[src/rtl/fsk_modulator_if.sv]
// fsk_modulator_if: bit-stream handshake into the FSK modulator
//   din       data bit to modulate
//   din_valid din carries a bit this cycle
//   din_ready modulator FIFO can accept a bit
interface fsk_modulator_if;
  logic din;
  logic din_valid;
  logic din_ready;
  modport master (output din, din_valid, input din_ready);
  modport slave (input din, din_valid, output din_ready);
endinterface

[src/rtl/fsk_modulator.sv]
// fsk_modulator: FIFO-buffered binary FSK modulator, 16 clk per symbol
//   clk        rising-edge clock
//   rst        asynchronous active-low reset
//   s          slave handshake (din, din_valid, din_ready)
//   dout       registered FSK waveform (bit 1 -> period 8, bit 0 -> period 16)
//   sym_strobe registered pulse on the first cycle of every symbol
//   busy       high whenever a symbol is being emitted
// Define FSK_PREAMBLE_EN to prefix each burst with preamble symbols 1,0,1,0.
module fsk_modulator #(
  parameter int DEPTH = 4
) (
  input  logic           clk,
  input  logic           rst,
  fsk_modulator_if.slave s,
  output logic           dout,
  output logic           sym_strobe,
  output logic           busy
);
  localparam int AW = $clog2(DEPTH);
  localparam logic [AW:0] ONE = 1;
`ifdef FSK_PREAMBLE_EN
  typedef enum logic [1:0] {IDLE, PRE, SEND} state_t;
  logic [1:0] pcnt, pcnt_nx;
`else
  typedef enum logic {IDLE, SEND} state_t;
`endif
  state_t state, state_nx;
  logic [3:0] cnt, cnt_nx;
  logic [AW:0] wptr, rptr;
  logic mem [DEPTH];
  logic cur, cur_nx, sym_bit, push, pop, empty, full;
  assign empty = wptr == rptr;
  assign full = (wptr[AW] != rptr[AW]) && (wptr[AW-1:0] == rptr[AW-1:0]);
  assign push = s.din_valid && !full;
  assign s.din_ready = !full;
  assign busy = state != IDLE;
  always_ff @(posedge clk)
    if (push) mem[wptr[AW-1:0]] <= s.din;
  always_ff @(posedge clk or negedge rst)
    if (!rst) begin
      wptr <= '0;
      rptr <= '0;
    end else begin
      if (push) wptr <= wptr + ONE;
      if (pop) rptr <= rptr + ONE;
    end
  always_ff @(posedge clk or negedge rst)
    if (!rst) begin
      state <= IDLE;
      cnt <= '0;
      cur <= 1'b0;
      dout <= 1'b0;
      sym_strobe <= 1'b0;
`ifdef FSK_PREAMBLE_EN
      pcnt <= '0;
`endif
    end else begin
      state <= state_nx;
      cnt <= cnt_nx;
      cur <= cur_nx;
      // outputs are computed from next-state values so they line up with cnt
      dout <= state_nx != IDLE && (sym_bit ? cnt_nx[2] : cnt_nx[3]);
      sym_strobe <= state_nx != IDLE && cnt_nx == 4'd0;
`ifdef FSK_PREAMBLE_EN
      pcnt <= pcnt_nx;
`endif
    end
  always_comb begin
    state_nx = state;
    cnt_nx = cnt + 4'd1;
    cur_nx = cur;
    pop = 1'b0;
`ifdef FSK_PREAMBLE_EN
    pcnt_nx = pcnt;
`endif
    case (state)
      IDLE: begin
        cnt_nx = 4'd0;
        if (!empty) begin
          pop = 1'b1;
          cur_nx = mem[rptr[AW-1:0]];
`ifdef FSK_PREAMBLE_EN
          state_nx = PRE;
          pcnt_nx = 2'd0;
`else
          state_nx = SEND;
`endif
        end
      end
`ifdef FSK_PREAMBLE_EN
      PRE: if (cnt == 4'd15) begin
        pcnt_nx = pcnt + 2'd1;
        if (pcnt == 2'd3) state_nx = SEND;
      end
`endif
      SEND: if (cnt == 4'd15) begin
        if (!empty) begin
          pop = 1'b1;
          cur_nx = mem[rptr[AW-1:0]];
        end else state_nx = IDLE;
      end
      default: state_nx = IDLE;
    endcase
`ifdef FSK_PREAMBLE_EN
    // preamble alternates 1,0,1,0 starting from pcnt 0
    sym_bit = state_nx == PRE ? ~pcnt_nx[0] : cur_nx;
`else
    sym_bit = cur_nx;
`endif
  end
endmodule

[src/flat_wrapper.sv]
// flat-port wrapper written by rule: the top's interface ports become plain ports
module fsk_modulator_flat 
#(
  parameter int DEPTH = 4
)
  (clk, rst, dout, sym_strobe, busy, s_din, s_din_valid, s_din_ready);
  fsk_modulator_if s_i ();
  input  logic clk;
  input  logic rst;
  output logic dout;
  output logic sym_strobe;
  output logic busy;
  input wire logic [$bits(s_i.din)-1:0] s_din;
  input wire logic [$bits(s_i.din_valid)-1:0] s_din_valid;
  output wire logic [$bits(s_i.din_ready)-1:0] s_din_ready;
  assign s_i.din = s_din;
  assign s_i.din_valid = s_din_valid;
  assign s_din_ready = s_i.din_ready;
  fsk_modulator #(.DEPTH(DEPTH)) u_core (.clk(clk), .rst(rst), .s(s_i), .dout(dout), .sym_strobe(sym_strobe), .busy(busy));
endmodule
[config.mk]
export PLATFORM = sky130hd
export DESIGN_NAME = fsk_modulator_flat
export DESIGN_NICKNAME = d
export VERILOG_FILES = /design/src/rtl/fsk_modulator_if.sv /design/src/rtl/fsk_modulator.sv /design/src/flat_wrapper.sv
export SDC_FILE = /design/constraint.sdc
export NUM_CORES = 1
export LEC_CHECK = 0
export BUFFER_PORTS_ARGS = -buffer_cell sky130_fd_sc_hd__buf_2
export CORE_MARGIN = 4
export CORE_UTILIZATION = 38
export DETAILED_ROUTE_END_ITERATION = 10
export PLACE_DENSITY = 0.63
export REMOVE_ABC_BUFFERS = 1
export SLEW_MARGIN = 20
export SYNTH_ARGS = -nofsm -noshare
export SYNTH_HDL_FRONTEND = slang
export SYNTH_SLANG_ARGS = --single-unit
[constraint.sdc]
create_clock -name clk -period 4.3 [get_ports clk]
set_clock_uncertainty 0.05 [all_clocks]
set_input_delay 0.215 -clock clk [delete_from_list [all_inputs] [get_ports clk]]
set_output_delay 0.215 -clock clk [all_outputs]
set_load 0.05 [all_outputs]
==> results of run 1 <==
==> layer usage <==
layer | share of wire | wire (um) | GRT usage | vias up
li1 | - | - | - | 245
met1 | 0.43 | 571 | 0.121 | 246
met2 | 0.50 | 656 | 0.185 | 10
met3 | 0.059 | 78 | 0.0563 | 2
met4 | 0.014 | 18 | 0.0486 | 0
met5 | 0 | 0 | 0 | -
==> how the worst max path moves through the flow <==
stage	endpoint	slack, ns	cells past startpoint
6_report	s_din_ready	2.62	3
3_3_place_gp	u_core.cur$_DFF_PN0_	2.80	4
4_1_cts	s_din_ready	2.61	3
3_5_place_dp	u_core.rptr[1]$_DFFE_PN0P_	2.75	4
5_1_grt	s_din_ready	2.54	3
2_1_floorplan	u_core.wptr[1]$_DFFE_PN0P_	2.62	4
==> cells in the mapped netlist, drive strengths merged (2+ instances only) <==
cell | instances | area share
dfrtp | 14 | 0.42
ha | 6 | 0.089
xnor2 | 5 | 0.052
and3 | 4 | 0.030
edfxtp | 4 | 0.14
nand2 | 4 | 0.018
nand3 | 4 | 0.030
mux2 | 3 | 0.040
nand2b | 3 | 0.022
xor2 | 3 | 0.031
and2 | 2 | 0.015
inv | 2 | 0.0089
==> final cells by class <==
| type | instances | share of cell area |
|---|---|---|
| Sequential cell | 18 | 0.493 |
| Multi-Input combinational cell | 43 | 0.379 |
| Timing Repair Buffer | 8 | 0.0472 |
| Clock buffer | 4 | 0.0380 |
| Tap cell | 27 | 0.0354 |
| Inverter | 2 | 0.00786 |
==> cells by family after synthesis <==
group                    synth area share
adder cells (fa/ha/maj)            0.0894
buffers and inverters             0.00895
XOR/XNOR                           0.0835
AND/OR/NAND/NOR                     0.162
AO/OA/AOI/OAI                      0.0164
multiplexers                       0.0790
flip-flops                          0.560
==> per-stage QoR <==
| step | utilization | setup WS, ns | total power (W) |
|---|---|---|---|
| after floorplan | - | 2.62 | 0.000584 |
| after global placement | 0.449 | 2.80 | 0.000653 |
| after detailed placement | 0.449 | 2.75 | 0.000668 |
| after CTS | 0.472 | 2.61 | 0.000775 |
| after global routing | 0.472 | 2.54 | 0.000828 |
| final | 0.472 | 2.62 | 0.000763 |
==> repair_timing <==
action                                  in CTS  in global routing
endpoints found under the setup margin       0                  0
setup buffers                                0                  0
endpoints found under the hold margin       14                  0
resized for setup                            0                  0
hold buffers                                 1                  0
==> worst max-delay path: cells and delay by family, from the launching register on <==
| family | cells | cell delay [ns] |
|---|---|---|
| buffers and inverters | 1 | 0.24 |
| DFF | 1 | 0.47 |
| xor gates and xnor gates | 1 | 0.26 |
| and+or+nand+nor | 1 | 0.15 |
==> sequential cells by signal, summed over array words and instances, names as in the netlist <==
| name | cells |
|---|---|
| u_core.cur | 1 |
| u_core.sym_strobe | 1 |
| u_core.rptr | 3 |
| u_core.dout | 1 |
| u_core.mem | 4 |
| u_core.busy | 1 |
| u_core.cnt | 4 |
| u_core.wptr | 3 |
==> power groups by stage <==
stage          clock network (W)  registers (W)  logic (W)
4_1_cts                 0.000107       0.000317   0.000351
6_report                0.000103       0.000315   0.000345
5_1_grt                 0.000115       0.000326   0.000388
3_3_place_gp                   0       0.000319   0.000334
2_1_floorplan                  0       0.000339   0.000245
3_5_place_dp                   0       0.000321   0.000348
==> results_dict.tcl, run 1 <==
set metrics [dict create \
    vias 503 \
    mostFrequentLayoutCell "dfrtp_1" \
    pwr-share-comb 0.452 \
    synth-edff-count 4 \
    ff2ff_path_depth 4 \
    hp-start "s_din" \
    wl_per_cell_um 13.0 \
    max_freq_mhz 597 \
    max-vdd-ir-drop_v 0.000549 \
    drt_wl_total_um 1320 \
    initial_core_util 0.415 \
    grt_antenna_before_repair 0 \
    start_kind "flop" \
    min_period_over_period 0.390 \
    tightest_slew_ns 0.289 \
    power.internal_w 0.000453 \
    clock_latency_ns 0.29 \
    cp_max_fo 6 \
    slowest_stage "dfrtp_1" \
    cp_cell_sequence "xnor2_1, nand3_2, buf_2" \
    drc 0 \
    p_leak_nw 0.448 \
    arrival_ns 1.41 \
    io_buffers 7 \
    max_stage_delay_ns 0.47 \
    placed_area_um2 908 \
    rrSetupSlack_ns 2.74 \
    vias_per_cell 4.93 \
    final_area_um2 955 \
    grt_first_pass_wirelength_um 2290 \
    dieHeight_um 55.0 \
    reg2reg_to "u_core.rptr[1]$_DFFE_PN0P_" \
    cts_tree "built" \
    grt_pass1_vias 528 \
    path_clk_slew_ns 0.10 \
    dr.pass1.iters 3 \
    period_minus_slack_ns 1.68 \
    cp.required_ns 4.03 \
    netlist_instances 63 \
    path_class "flop to output port" \
    fp-row-count 16 \
    synth_warnings 0 \
    cts_sinks 18 \
    die_w_um 55.0 \
    clockRootBuffer "clkbuf_4" \
    synth_seq_cells 18 \
    n_fill_cell 195 \
    area_delta_synth_final_pct 13.7 \
    diodes 0 \
    power_switching_share 0.406 \
    h-tree-depth 1 \
    power.switching_w 0.000310 \
    core-area_um2 2020 \
    setup_viol 0 \
    die_area_um2 3030 \
    ys.flop_type "dfrtp_1" \
    worstSetupEndpointType "output port" \
    async_flop_share 0.778 \
    regToRegStartpoint "u_core.rptr[0]$_DFFE_PN0P_" \
    rsz0062_at_grt "no" \
    p_clk_frac 0.135 \
    cp-startpoint "u_core.rptr[0]$_DFFE_PN0P_" \
    gp_congestion 0.729 \
    cts_made_buffers 3 \
    slew_headroom 0.802 \
    syn_area_per_cell_um2 13.3 \
    drive_above_1_share 0.173 \
    hold_depth 1 \
    regArea_um2 470 \
    powerDensity_nw_per_um2 799 \
    drt_iter0_drc 3 \
    status "complete, no violations" \
    layout.nets 86 \
    antenna_left 0 \
    mostFrequentLayoutCells "dfrtp_1 (14), buf_2 (7), ha_1 (6)" \
    hpwl_um 1020 \
    fin_cells 102 \
    seq_area_frac_synth 0.560 \
    hold_ws_ns 0.0955 \
    grt_overflow_total 0 \
    finalSetupTns_ns 0 \
    multi_input_area_um2 362 \
    seq_power_share 0.413 \
    maxCapViolations 0 \
    drv_slew 0 \
    ys_types 22 \
    grt_max_degree 15 \
    hold_violations 0 \
    numPlacedInstances 97 \
    ios 8 \
    cts_buffer_depth 2 \
    grt.total_usage 0.112 \
    hold_class "input pin to flop" \
    holdPathEnd "u_core.mem[2]$_DFFE_PP_" \
    syn_area_um2 840 \
]
(Power assumes the default switching activity.)
==> run 2: changes to the inputs <==
==> constraint.sdc (replaced) <==
create_clock -name clk -period 1.7 [get_ports clk]
set_clock_uncertainty 0.05 [all_clocks]
set_input_delay 0.085 -clock clk [delete_from_list [all_inputs] [get_ports clk]]
set_output_delay 0.085 -clock clk [all_outputs]
set_load 0.05 [all_outputs]
==> results_dict.tcl, run 2 (same netlist as run 1, synthesis figures left out) <==
set metrics [dict create \
    grt_pass1_vias 502 \
    period_minus_slack_ns 1.53 \
    worstSetupEndpointType "output port" \
    gp_congestion 0.729 \
    wl_per_cell_um 12.5 \
    grt_antenna_before_repair 0 \
    powerDensity_nw_per_um2 1970 \
    cts_made_buffers 3 \
    grt.total_usage 0.105 \
    fin_cells 103 \
    numPlacedInstances 97 \
    min_period_over_period 0.901 \
    cts_buffer_depth 2 \
    dieHeight_um 55.0 \
    placed_area_um2 908 \
    setup_viol 0 \
    diodes 0 \
    drv_slew 0 \
    grt_first_pass_wirelength_um 2170 \
    finalSetupTns_ns 0 \
    grt_max_degree 15 \
    grt_overflow_total 0 \
    hold_class "input pin to flop" \
    io_buffers 7 \
    slew_headroom 0.811 \
    start_kind "flop" \
    vias 504 \
    die_area_um2 3030 \
    hold_ws_ns 0.0500 \
    path_clk_slew_ns 0.10 \
    worst_slack_ns 0.169 \
    ios 8 \
    cp_max_fo 6 \
    final_area_um2 955 \
    drt_iter0_drc 8 \
    drt_wl_total_um 1290 \
    drive_above_1_share 0.158 \
    max-vdd-ir-drop_v 0.00107 \
    max_freq_mhz 653 \
    arrival_ns 1.40 \
    max_stage_delay_ns 0.46 \
    hpwl_um 1000 \
    drc 0 \
    slowest_stage "dfrtp_1" \
    hold_violations 0 \
    cp_cell_sequence "xnor2_1, nand3_2, buf_2" \
    dr.pass1.iters 4 \
    antenna_left 0 \
    ctsResizeCount 0 \
    die_w_um 55.0 \
    layout.nets 87 \
    clockRootBuffer "clkbuf_4" \
    status "complete, no violations" \
    cts_sinks 18 \
    dp_slack_ns 0.163 \
    maxCapViolations 0 \
    rsz0062_at_grt "no" \
    n_fill_cell 190 \
    tightest_slew_ns 0.276 \
    mostFrequentLayoutCells "dfrtp_1 (14), buf_2 (7), ha_1 (6)" \
    mostFrequentLayoutCell "dfrtp_1" \
    p_leak_nw 0.446 \
    core-area_um2 2020 \
    area_delta_synth_final_pct 13.7 \
    cts_tree "built" \
    cp.required_ns 1.56 \
    path_class "flop to output port" \
    fp-row-count 16 \
    h-tree-depth 1 \
    vias_per_cell 4.89 \
    initial_core_util 0.415 \
    clock_latency_ns 0.29 \
]
run 2: changes by cell type in the layout (fill, tap and decap cells not counted), sizes merged:
cell         delta
dlygate4sd3     +1
run 2: final cells by class:
class | count | area (um^2) | share of cell area
Sequential cell | 18 | 470 | 0.493
Multi-Input combinational cell | 43 | 362 | 0.379
Timing Repair Buffer | 9 | 55.1 | 0.0577
Inverter | 2 | 7.51 | 0.00786
Tap cell | 27 | 33.8 | 0.0354
Clock buffer | 4 | 26.3 | 0.0275
run 2: power breakdown:
group | internal [W] | total, W | leakage [nW] | switching, W
combinational | 0.000386 | 0.000864 | 0.230 | 0.000478
clock | 0.0000912 | 0.000216 | 0.0150 | 0.000125
sequential | 0.000633 | 0.000800 | 0.201 | 0.000167
run 2: through the flow:
| stage | total power (W) | util |
|---|---|---|
| 4_1_cts | 0.00191 | 0.472 |
| 2_1_floorplan | 0.00148 | - |
| 5_1_grt | 0.00204 | 0.472 |
| 6_report | 0.00188 | 0.472 |
| 3_3_place_gp | 0.00165 | 0.449 |
| 3_5_place_dp | 0.00169 | 0.449 |
run 2: final timing paths:
check / start / endpoint / slack, ns / cells past startpoint
min in group asynchronous: rst / u_core.cnt[1]$_DFF_PN0_ / 0.15 / 2
max in group asynchronous: rst / u_core.rptr[0]$_DFFE_PN0P_ / 1.21 / 2
worst min register to register: u_core.cnt[0]$_DFF_PN0_ / u_core.cnt[0]$_DFF_PN0_ / 0.44 / 1
worst max register to register: u_core.rptr[0]$_DFFE_PN0P_ / u_core.cur$_DFF_PN0_ / 0.17 / 4
worst min-delay path: s_din_valid / u_core.wptr[0]$_DFFE_PN0P_ / 0.05 / 3
worst max-delay path: u_core.rptr[0]$_DFFE_PN0P_ / s_din_ready / 0.17 / 3
run 2: repair_timing:
action / 4_1_cts / 5_1_grt
setup buffers: 0 / 0
hold buffers: 2 / 0
hold endpoints to repair: 18 / 0
run 2: routing by layer:
metal / global-route usage / wire [um] / up-vias
met1: 0.112 / 543 / 243
met4: 0.0364 / 13 / 0
met3: 0.0563 / 95 / 2
met5: 0 / 0 / -
met2: 0.175 / 640 / 14
li1: - / - / 245
run 2: critical path, delay by kind of cell, from the launching register on:
| kind | cells | cell delay, ns |
|---|---|---|
| buffers and inverters | 1 | 0.24 |
| flip-flops | 1 | 0.46 |
| XOR/XNOR | 1 | 0.26 |
| AND/OR/NAND/NOR | 1 | 0.15 |
